**src/rtl/ahb_fetch_data_arbiter_pkg.sv**
```systemverilog
// Core-wide AHB-Lite bus definitions shared by the fetch/data arbiter.
// Holds transfer encodings, arbiter state/owner enums and the priority rule.
package ahb_fetch_data_arbiter_pkg;

  localparam logic [1:0] HTRANS_IDLE   = 2'b00;
  localparam logic [1:0] HTRANS_NONSEQ = 2'b10;

  localparam logic [2:0] HSIZE_BYTE = 3'b000;
  localparam logic [2:0] HSIZE_HALF = 3'b001;
  localparam logic [2:0] HSIZE_WORD = 3'b010;

  typedef enum logic [1:0] {
    ST_IDLE = 2'b00,
    ST_ADDR = 2'b01,
    ST_DATA = 2'b10
  } arb_state_e;

  typedef enum logic {
    OWN_FETCH = 1'b0,
    OWN_DATA  = 1'b1
  } owner_e;

  // Data has priority unless fetch has been passed over too many times.
  function automatic logic data_wins(input logic d_req, input logic if_req,
                                     input logic fetch_starved);
    return d_req && !(if_req && fetch_starved);
  endfunction

endpackage

```
**src/rtl/ahb_fetch_data_arbiter.sv**
```systemverilog
// Shares the core's single AHB-Lite master port between instruction fetch and
// load/store, one non-pipelined transfer at a time, data-first with a fetch starvation guard.
module ahb_fetch_data_arbiter
  import ahb_fetch_data_arbiter_pkg::*;
#(
  parameter int unsigned STARVE_LIMIT = 4
) (
  input  logic        clk,
  input  logic        reset_n,
  input  logic        if_req,
  input  logic [31:0] if_addr,
  output logic        if_gnt,
  output logic        if_done,
  output logic [31:0] if_rdata,
  output logic        if_err,
  input  logic        d_req,
  input  logic [31:0] d_addr,
  input  logic        d_write,
  input  logic [2:0]  d_size,
  input  logic [31:0] d_wdata,
  output logic        d_gnt,
  output logic        d_done,
  output logic [31:0] d_rdata,
  output logic        d_err,
  output logic        stall_if,
  output logic [31:0] HADDR,
  output logic [1:0]  HTRANS,
  output logic        HWRITE,
  output logic [2:0]  HSIZE,
  output logic [31:0] HWDATA,
  input  logic [31:0] HRDATA,
  input  logic        HREADY,
  input  logic        HRESP
);

  localparam logic [3:0] STARVE_MAX = 4'(STARVE_LIMIT);

  arb_state_e  state_r, state_nxt_s;
  owner_e      owner_r, owner_nxt_s;
  logic [3:0]  starve_cnt_r, starve_nxt_s;
  logic [31:0] haddr_nxt_s, hwdata_nxt_s;
  logic [1:0]  htrans_nxt_s;
  logic        hwrite_nxt_s;
  logic [2:0]  hsize_nxt_s;
  logic        pick_data_s;
  logic        xfer_accept_s;
  logic        xfer_done_s;

  // Next-state, bus-output and starvation-counter computation.
  always_comb begin
    state_nxt_s  = state_r;
    owner_nxt_s  = owner_r;
    haddr_nxt_s  = HADDR;
    htrans_nxt_s = HTRANS;
    hwrite_nxt_s = HWRITE;
    hsize_nxt_s  = HSIZE;
    hwdata_nxt_s = HWDATA;
    // A fetch that is not waiting cannot be starving.
    starve_nxt_s = if_req ? starve_cnt_r : 4'd0;
    pick_data_s  = data_wins(d_req, if_req, starve_cnt_r == STARVE_MAX);

    case (state_r)
      ST_IDLE: begin
        if (d_req || if_req) begin
          state_nxt_s  = ST_ADDR;
          htrans_nxt_s = HTRANS_NONSEQ;
          if (pick_data_s) begin
            owner_nxt_s  = OWN_DATA;
            haddr_nxt_s  = d_addr;
            hwrite_nxt_s = d_write;
            hsize_nxt_s  = d_size;
            if (if_req && (starve_cnt_r != STARVE_MAX)) begin
              starve_nxt_s = starve_cnt_r + 4'd1;
            end else begin
              starve_nxt_s = if_req ? starve_cnt_r : 4'd0;
            end
          end else begin
            owner_nxt_s  = OWN_FETCH;
            haddr_nxt_s  = if_addr;
            hwrite_nxt_s = 1'b0;
            hsize_nxt_s  = HSIZE_WORD;
            starve_nxt_s = 4'd0;
          end
        end else begin
          htrans_nxt_s = HTRANS_IDLE;
        end
      end
      ST_ADDR: begin
        if (HREADY) begin
          state_nxt_s  = ST_DATA;
          htrans_nxt_s = HTRANS_IDLE;
          if (owner_r == OWN_DATA) begin
            hwdata_nxt_s = d_wdata;
          end else begin
            hwdata_nxt_s = HWDATA;
          end
        end else begin
          state_nxt_s = ST_ADDR;
        end
      end
      ST_DATA: begin
        if (HREADY) begin
          state_nxt_s = ST_IDLE;
        end else begin
          state_nxt_s = ST_DATA;
        end
      end
      default: begin
        state_nxt_s  = ST_IDLE;
        htrans_nxt_s = HTRANS_IDLE;
      end
    endcase
  end

  // State, owner, counter and registered AHB master outputs.
  always_ff @(posedge clk or negedge reset_n) begin
    if (!reset_n) begin
      state_r      <= ST_IDLE;
      owner_r      <= OWN_FETCH;
      starve_cnt_r <= 4'd0;
      HADDR        <= 32'h0000_0000;
      HTRANS       <= HTRANS_IDLE;
      HWRITE       <= 1'b0;
      HSIZE        <= HSIZE_WORD;
      HWDATA       <= 32'h0000_0000;
    end else begin
      state_r      <= state_nxt_s;
      owner_r      <= owner_nxt_s;
      starve_cnt_r <= starve_nxt_s;
      HADDR        <= haddr_nxt_s;
      HTRANS       <= htrans_nxt_s;
      HWRITE       <= hwrite_nxt_s;
      HSIZE        <= hsize_nxt_s;
      HWDATA       <= hwdata_nxt_s;
    end
  end

  // Handshakes are gated by state, so an asynchronous reset silences them at once.
  assign xfer_accept_s = (state_r == ST_ADDR) && HREADY;
  assign xfer_done_s   = (state_r == ST_DATA) && HREADY;

  assign if_gnt   = xfer_accept_s && (owner_r == OWN_FETCH);
  assign d_gnt    = xfer_accept_s && (owner_r == OWN_DATA);
  assign if_done  = xfer_done_s && (owner_r == OWN_FETCH);
  assign d_done   = xfer_done_s && (owner_r == OWN_DATA);
  assign if_err   = if_done && HRESP;
  assign d_err    = d_done && HRESP;
  assign if_rdata = if_done ? HRDATA : 32'h0000_0000;
  assign d_rdata  = d_done ? HRDATA : 32'h0000_0000;
  assign stall_if = if_req && !if_done;

endmodule
```
**config.mk**
```make
export PLATFORM = sky130hd
export DESIGN_NAME = ahb_fetch_data_arbiter
export DESIGN_NICKNAME = d
export VERILOG_FILES = /design/src/rtl/ahb_fetch_data_arbiter_pkg.sv /design/src/rtl/ahb_fetch_data_arbiter.sv
export SDC_FILE = /design/constraint.sdc
export NUM_CORES = 1
export LEC_CHECK = 0
export CORE_MARGIN = 5
export CORE_UTILIZATION = 31
export CTS_CLUSTER_DIAMETER = 40
export CTS_CLUSTER_SIZE = 16
export DETAILED_ROUTE_END_ITERATION = 6
export GPL_TIMING_DRIVEN = 0
export PLACE_DENSITY = 0.77
export SLEW_MARGIN = 10
export SYNTH_ARGS = -nofsm -noshare
export SYNTH_HDL_FRONTEND = slang
export SYNTH_SLANG_ARGS = --single-unit
```
**constraint.sdc**
```tcl
create_clock -name clk -period 1.7 [get_ports clk]
set_clock_uncertainty 0.15 [all_clocks]
set_input_delay 0.255 -clock clk [delete_from_list [all_inputs] [get_ports clk]]
set_output_delay 0.255 -clock clk [all_outputs]
set_load 0.05 [all_outputs]
```
==> results of run 1 <==
-- tightest hold or removal path, cell delays in order --
cell      delay, ns
buf_2          0.18
nand4b_1       0.12
a21oi_1        0.06
-- metal layers --
metal	wire [um]	global-route usage (%)
met1	6340	21.8
met5	0	0
met2	9710	40.5
met4	478	8.26
met3	1210	5.50
-- power breakdown --
part	total, mW	switching [mW]	internal, mW
sequential	3.21	0.506	2.70
clock	1.99	0.721	1.27
combinational	9.03	5.66	3.38
-- cell families after synthesis --
| logic type | count (synthesis) | synth area share (%) |
|---|---|---|
| compound gates | 79 | 10.4 |
| fa+ha+maj | 2 | 0.653 |
| buf+inv | 31 | 4.57 |
| flops | 76 | 49.6 |
| mux | 33 | 12.5 |
| other cells | 1 | 0.0978 |
| simple gates | 168 | 22.1 |
-- layout make-up --
type | count | area, um2
well taps | 168 | 210
flip-flops and latches | 76 | 1910
fillers | 823 | 3450
clock buffers | 10 | 229
multi-input cells | 285 | 2230
plain buffers | 25 | 330
inverters | 4 | 18.8
repair buffers | 321 | 3610
clock inverters | 5 | 77.6
-- layout by cell type (no fill, tap or decap), types with 2 or more instances in the layout --
master,instances
buf_8,84
a21oi_1,26
nand4b_1,2
nand3_1,4
nor2_4,5
mux2_4,29
nand2_1,43
dfrtp_1,73
a21oi_4,7
nand2_2,2
clkinvlp_4,2
inv_2,2
and2_4,67
clkbuf_16,15
clkdlybuf4s50_1,134
buf_2,2
mux2_2,3
nand4_1,4
a21oi_2,35
dfrtp_2,2
clkinv_2,2
bufinv_16,2
o21ai_0,7
buf_4,21
clkdlybuf4s15_1,2
buf_12,9
nor2_1,35
nand2b_4,3
buf_6,18
dlygate4sd2_1,67
-- registers in the layout, indices dropped and copies added, names as in the netlist --
signal / cells
HTRANS: 1
HADDR: 32
owner_r: 1
starve_cnt_r: 4
HWRITE: 1
HWDATA: 32
state_r: 2
HSIZE: 3
-- path summary, 6_finish.rpt --
path / startpoint / slack [ns] / cells after the start / to
worst min-delay path: d_req / 0.18 / 3 / starve_cnt_r[2]$_DFF_PN0_
worst max register to register: state_r[1]$_DFFE_PN0P_ / -0.09 / 6 / HWDATA[13]$_DFFE_PN0P_
max in group asynchronous: reset_n / 0.52 / 3 / state_r[1]$_DFFE_PN0P_
worst min register to register: HSIZE[1]$_DFFE_PN1P_ / 0.32 / 2 / HSIZE[1]$_DFFE_PN1P_
min in group asynchronous: reset_n / 0.29 / 2 / HADDR[4]$_DFFE_PN0P_
worst max-delay path: state_r[0]$_DFFE_PN0P_ / -0.37 / 6 / if_rdata[23]
-- timing repair --
action	in CTS	in global routing
hold buffers	1	0
endpoints found under the hold margin	37	0
endpoints found under the setup margin	205	105
gates cloned	8	6
pin swaps	33	54
resized for setup	663	141
buffers inserted	13	20
-- through the flow --
step / utilization (%) / hold WS [ns] / cell area (um2)
2_1_floorplan: - / -0.191 / 4020
3_3_place_gp: 57.9 / 0.297 / 6990
3_5_place_dp: 58.1 / 0.119 / 7010
4_1_cts: 64.7 / 0.138 / 7800
5_1_grt: 71.4 / 0.199 / 8610
6_report: 71.4 / 0.184 / 8610
==> flow_summary.ini, run 1 <==
[routing]
post-route-drc-count = 0
drtPass1Iterations = 4
wirelength_um = 17700
wire_per_inst_um = 19.8
route.detailed.vias_per_inst = 4.76
initialDrtViolationCount = 120
drt.antenna.violating_nets = 0
via_count = 4258

[power_and_ir_drop]
post-layout-total-power_mw = 14.2
ir_drop_mv = 1.06
power_density_relative_to_cell_area_nw_per_um2 = 1650
total_leakage_power_nw = 3.90

[run_status]
violated_checks = setup timing
run_status = complete, but fails checks

[timing]
slew_violations = 0
worst_slew_margin_rel_pct = 63.4
postLayoutSetupSlackWorst_ns = -0.365
timing.setup.tns_ns = -22.41
final_period_minus_worst_setup_slack_ns = 2.07
highest_attainable_clock_frequency_mhz = 484
fin_crit_sh_pct = 121
setup_violations = 99
hold_viol_final = 0
grt_setup_unrepaired = true
worstMarginPinSlew_ns = 0.550

[cells_and_area]
layoutNonFillerInstCount = 894
synthToLayoutAreaGrowth_pct = 125
finish.net_count = 862
final_layout_size_suffix_gt1_share_pct = 43.8
antenna_cells_inserted = 0

[global_route]
first_global_vias = 4457
track_usage_pct = 21.2
antenna_violations_before_repair = 0
gr-total-overflow = 0
grt_start_max_net_pins = 40
grt_first_pass_wirelength_um = 24200

[clock_tree]
h_tree_depth = 3
tritoncts = done
cts.sinks = 76
cts_buffers = 9
clock_insertion_delay_worst_skew_ns = 0.32
max-clock-path-buffers = 2
clk_slew_on_worst_s_h_paths_ns = 0.06
root_driver = clkbuf_16

[critical_path]
crit_path_end_kind = output pin
worst_path_max_delay_cell = dfrtp_2
worstPathBufferInverterCount = 3
arrival_ns = 1.66
crit_chain = nand2b_4, nor2_4, buf_6, buf_6, and2_4, buf_8
setup.worst_path.class = flop to output pin
critical-path-top-delay-family = simple AND/OR/NAND/NOR gates
crit_top_cell = buf_6
timing.critical_path.slowest_cell_delay_ns = 0.42
start_kind = flop
worst-path-max-fanout = 5
worst_ep_required_ns = 1.29

[placement]
place_ws_ns = -1.24
placedCellCount = 835
port_buffers = 276
hpwlAfterDp_um = 12100
routabilityCongestion = 0.830

[floorplanning]
die_height_um = 121
core.rowCount = 40
io_pins = 279
fp.dieW_um = 121
dieArea_um2 = 14700
initial_util_pct = 31.8
coreArea_um2 = 12100

[synth]
instance_count_of_the_mapped_netlist = 390
post_synth_most_frequent_cells = dfrtp_1 (75), a21oi_1 (68), and2_1 (67)
synth.most_common_cell = dfrtp_1
synth.top_cells.by_area = dfrtp_1 (49%), mux2_4 (11%), and2_1 (11%)
postSynthRegisterBits = 76
synth_top_area_share_pct = 49.0
synth_top_area_cell = dfrtp_1
syn_area_um2 = 3830
yosysSeqAreaShare_pct = 49.6
synthesis.nets = 530
synth.avg_cell_area_um2 = 9.83
synth_async_sr_flop_share_pct = 100
yosys_warnings = 0
synth-edff-count = 0
yosysUniqueCellTypes = 28
ys.flop_type = dfrtp_1

[min_path]
hp-class = input pin to flop

[job]
max_cap_viol_count = 0
(Power assumes the default switching activity.)
==> run 2, diff against run 1 <==
--- a/config.mk
+++ b/config.mk
@@ -5,12 +5,12 @@
 export SDC_FILE = /design/constraint.sdc
 export NUM_CORES = 1
 export LEC_CHECK = 0
-export CORE_MARGIN = 5
 export CORE_UTILIZATION = 31
 export CTS_CLUSTER_DIAMETER = 40
 export CTS_CLUSTER_SIZE = 16
 export DETAILED_ROUTE_END_ITERATION = 6
 export GPL_TIMING_DRIVEN = 0
+export HOLD_SLACK_MARGIN = 0.1
 export PLACE_DENSITY = 0.77
 export SLEW_MARGIN = 10
 export SYNTH_ARGS = -nofsm -noshare
==> run 2 against run 1 <==
Against the previous run: the run still ends with setup timing left; non-clock buffer count is 2 lower; via count is 0.61% lower; final cell count is 2.6% lower; sequential share of layout area is 0.86 points higher; combinational power is 0.4% lower; utilization is 2.4 points lower; sequential cell count stayed put; critical path type unchanged; critical endpoint is now d_rdata[25].
==> flow_summary.ini, run 2 (synthesis gave the netlist of run 1 again) <==
[run_status]
run_status = complete, but fails checks
violated_checks = setup timing

[critical_path]
worst_path_max_delay_cell = dfrtp_1
crit_path_end_kind = output pin
worst_ep_required_ns = 1.29
start_kind = flop
setup.worst_path.class = flop to output pin
crit_chain = nand2_2, nor2_4, clkbuf_8, and2_4, buf_8
worst-path-max-fanout = 6
critical-path-top-delay-family = simple AND/OR/NAND/NOR gates
timing.critical_path.slowest_cell_delay_ns = 0.44
arrival_ns = 1.66
worstPathBufferInverterCount = 2

[cells_and_area]
final_layout_size_suffix_gt1_share_pct = 37.6
layout_top_registers = HADDR x32, HWDATA x32, starve_cnt_r x4
antenna_cells_inserted = 0
layout_common_cells = clkdlybuf4s50_1 (134), buf_8 (74), dfrtp_1 (73), dlygate4sd2_1 (67), and2_4 (62)
commonest_non_fill_non_tap_cell_in_the_layout = clkdlybuf4s50_1
area_of_combinational_cells_with_multiple_inputs_um2 = 2020
layout.area.seq_um2 = 1910
num-fill-cells = 895
synthToLayoutAreaGrowth_pct = 116
layoutNonFillerInstCount = 871
finish.net_count = 860

[floorplanning]
initial_util_pct = 31.9
dieArea_um2 = 12800
io_pins = 279
core.rowCount = 40
die_height_um = 113
coreArea_um2 = 12000
fp.dieW_um = 113

[placement]
placedCellCount = 814
port_buffers = 276
routabilityCongestion = 0.810
hpwlAfterDp_um = 10900

[timing]
final_period_minus_worst_setup_slack_ns = 2.06
highest_attainable_clock_frequency_mhz = 485
setup_violations = 135
slew_violations = 0
postLayoutSetupSlackWorst_ns = -0.361
timing.setup.tns_ns = -33.95
worstMarginPinSlew_ns = 0.544
fin_crit_sh_pct = 121
fin_worst_hold_slack_ns = 0.171
worst_slew_margin_rel_pct = 63.9
hold_viol_final = 0
grt_setup_unrepaired = true

[clock_tree]
root_driver = clkbuf_16
tritoncts = done
clk_slew_on_worst_s_h_paths_ns = 0.06
clock_insertion_delay_worst_skew_ns = 0.33
max-clock-path-buffers = 2
cts_buffers = 9
h_tree_depth = 3
cts.sinks = 76

[routing]
route.detailed.vias_per_inst = 4.86
wire_per_inst_um = 18.0
via_count = 4232
initialDrtViolationCount = 232
drtPass1Iterations = 4
post-route-drc-count = 0
wirelength_um = 15600
drt.antenna.violating_nets = 0

[power_and_ir_drop]
power_density_relative_to_cell_area_nw_per_um2 = 1700
clock_power_share_pct = 13.4
power_frac_seq_pct = 22.7
total_leakage_power_nw = 3.85
power.share.switching_pct = 47.9
switchingPower_mw = 6.73
pwr-share-comb_pct = 63.9
power.internal_mw = 7.33
ir_drop_mv = 1.12

[global_route]
first_global_vias = 4455
grt_first_pass_wirelength_um = 23200
grt_start_max_net_pins = 59
antenna_violations_before_repair = 0
gr-total-overflow = 0
track_usage_pct = 23.4

[job]
max_cap_viol_count = 0

[min_path]
hp-class = input pin to flop
## run 2: cell types whose count changed in the layout (fill, tap and decap cells not counted), moves of 3 or more
cell       change
a21oi_2       -27
clkbuf_4       +3
a21oi_4        -7
clkbuf_16      -3
buf_16         +3
buf_8         -10
and2_1         +5
a21oi_1       +34
clkbuf_8       +6
and2_4         -5
## run 2: final timing paths
check | startpoint | slack, ns | end | cells past startpoint
max | owner_r$_DFFE_PN0P_ | -0.36 | d_rdata[25] | 5
min | d_req | 0.17 | starve_cnt_r[0]$_DFF_PN0_ | 3
max reg2reg | owner_r$_DFFE_PN0P_ | -0.32 | HWDATA[10]$_DFFE_PN0P_ | 8
min reg2reg | HSIZE[1]$_DFFE_PN1P_ | 0.31 | HSIZE[1]$_DFFE_PN1P_ | 2
max in group asynchronous | reset_n | 0.57 | HSIZE[1]$_DFFE_PN1P_ | 3
min in group asynchronous | reset_n | 0.21 | HWDATA[6]$_DFFE_PN0P_ | 2
## run 2: metal layers
metal | vias to the layer above | track usage (%) | share of wire (%)
met2 | 211 | 43.5 | 54
met5 | - | 0 | 0
met4 | 0 | 11.3 | 3.8
li1 | 1950 | - | -
met3 | 38 | 5.41 | 7.2
met1 | 2033 | 24.8 | 35
## run 2: power by group through the flow
stage | clock (mW) | combinational (mW) | sequential (mW)
floorplan | 0 | 2.51 | 6.08
global placement | 0 | 8.10 | 3.21
detailed placement | 0 | 8.20 | 3.26
CTS | 1.91 | 8.44 | 3.18
global route | 2.00 | 9.39 | 3.29
finish | 1.88 | 8.99 | 3.19
## run 2: cell type report
class	count	area share, %
repair buffers	319	43.0
well taps	147	2.22
plain buffers	25	3.73
clock inverters	2	0.423
inverters	4	0.226
multi-input cells	285	24.4
flip-flops and latches	76	23.0
clock buffers	13	3.02
## run 2: worst min-delay path: cells and delay by family
kind	cells	cell delay [ns]
buffers and inverters	1	0.17
AND/OR/NAND/NOR	1	0.11
AO/OA/AOI/OAI	1	0.06
## run 2: through the flow
step           worst slack, ns  utilization [%]  total power, mW  area, um2
2_1_floorplan          0.00353                -             8.58       4020
5_1_grt                 -0.414             69.0             14.7       8290
3_5_place_dp             -1.24             58.2             11.5       6990
6_report                -0.361             69.0             14.1       8290
4_1_cts                 -0.387             66.5             13.5       7990
3_3_place_gp             -2.44             58.0             11.3       6960
## run 2: timing repair
item | in CTS | in global routing
gates resized for setup | 691 | 55
setup endpoints to repair | 204 | 140
hold buffers | 1 | 0
gates cloned | 11 | 4
endpoints found under the hold margin | 75 | 0
pin swaps | 39 | 10
setup buffers | 17 | 15
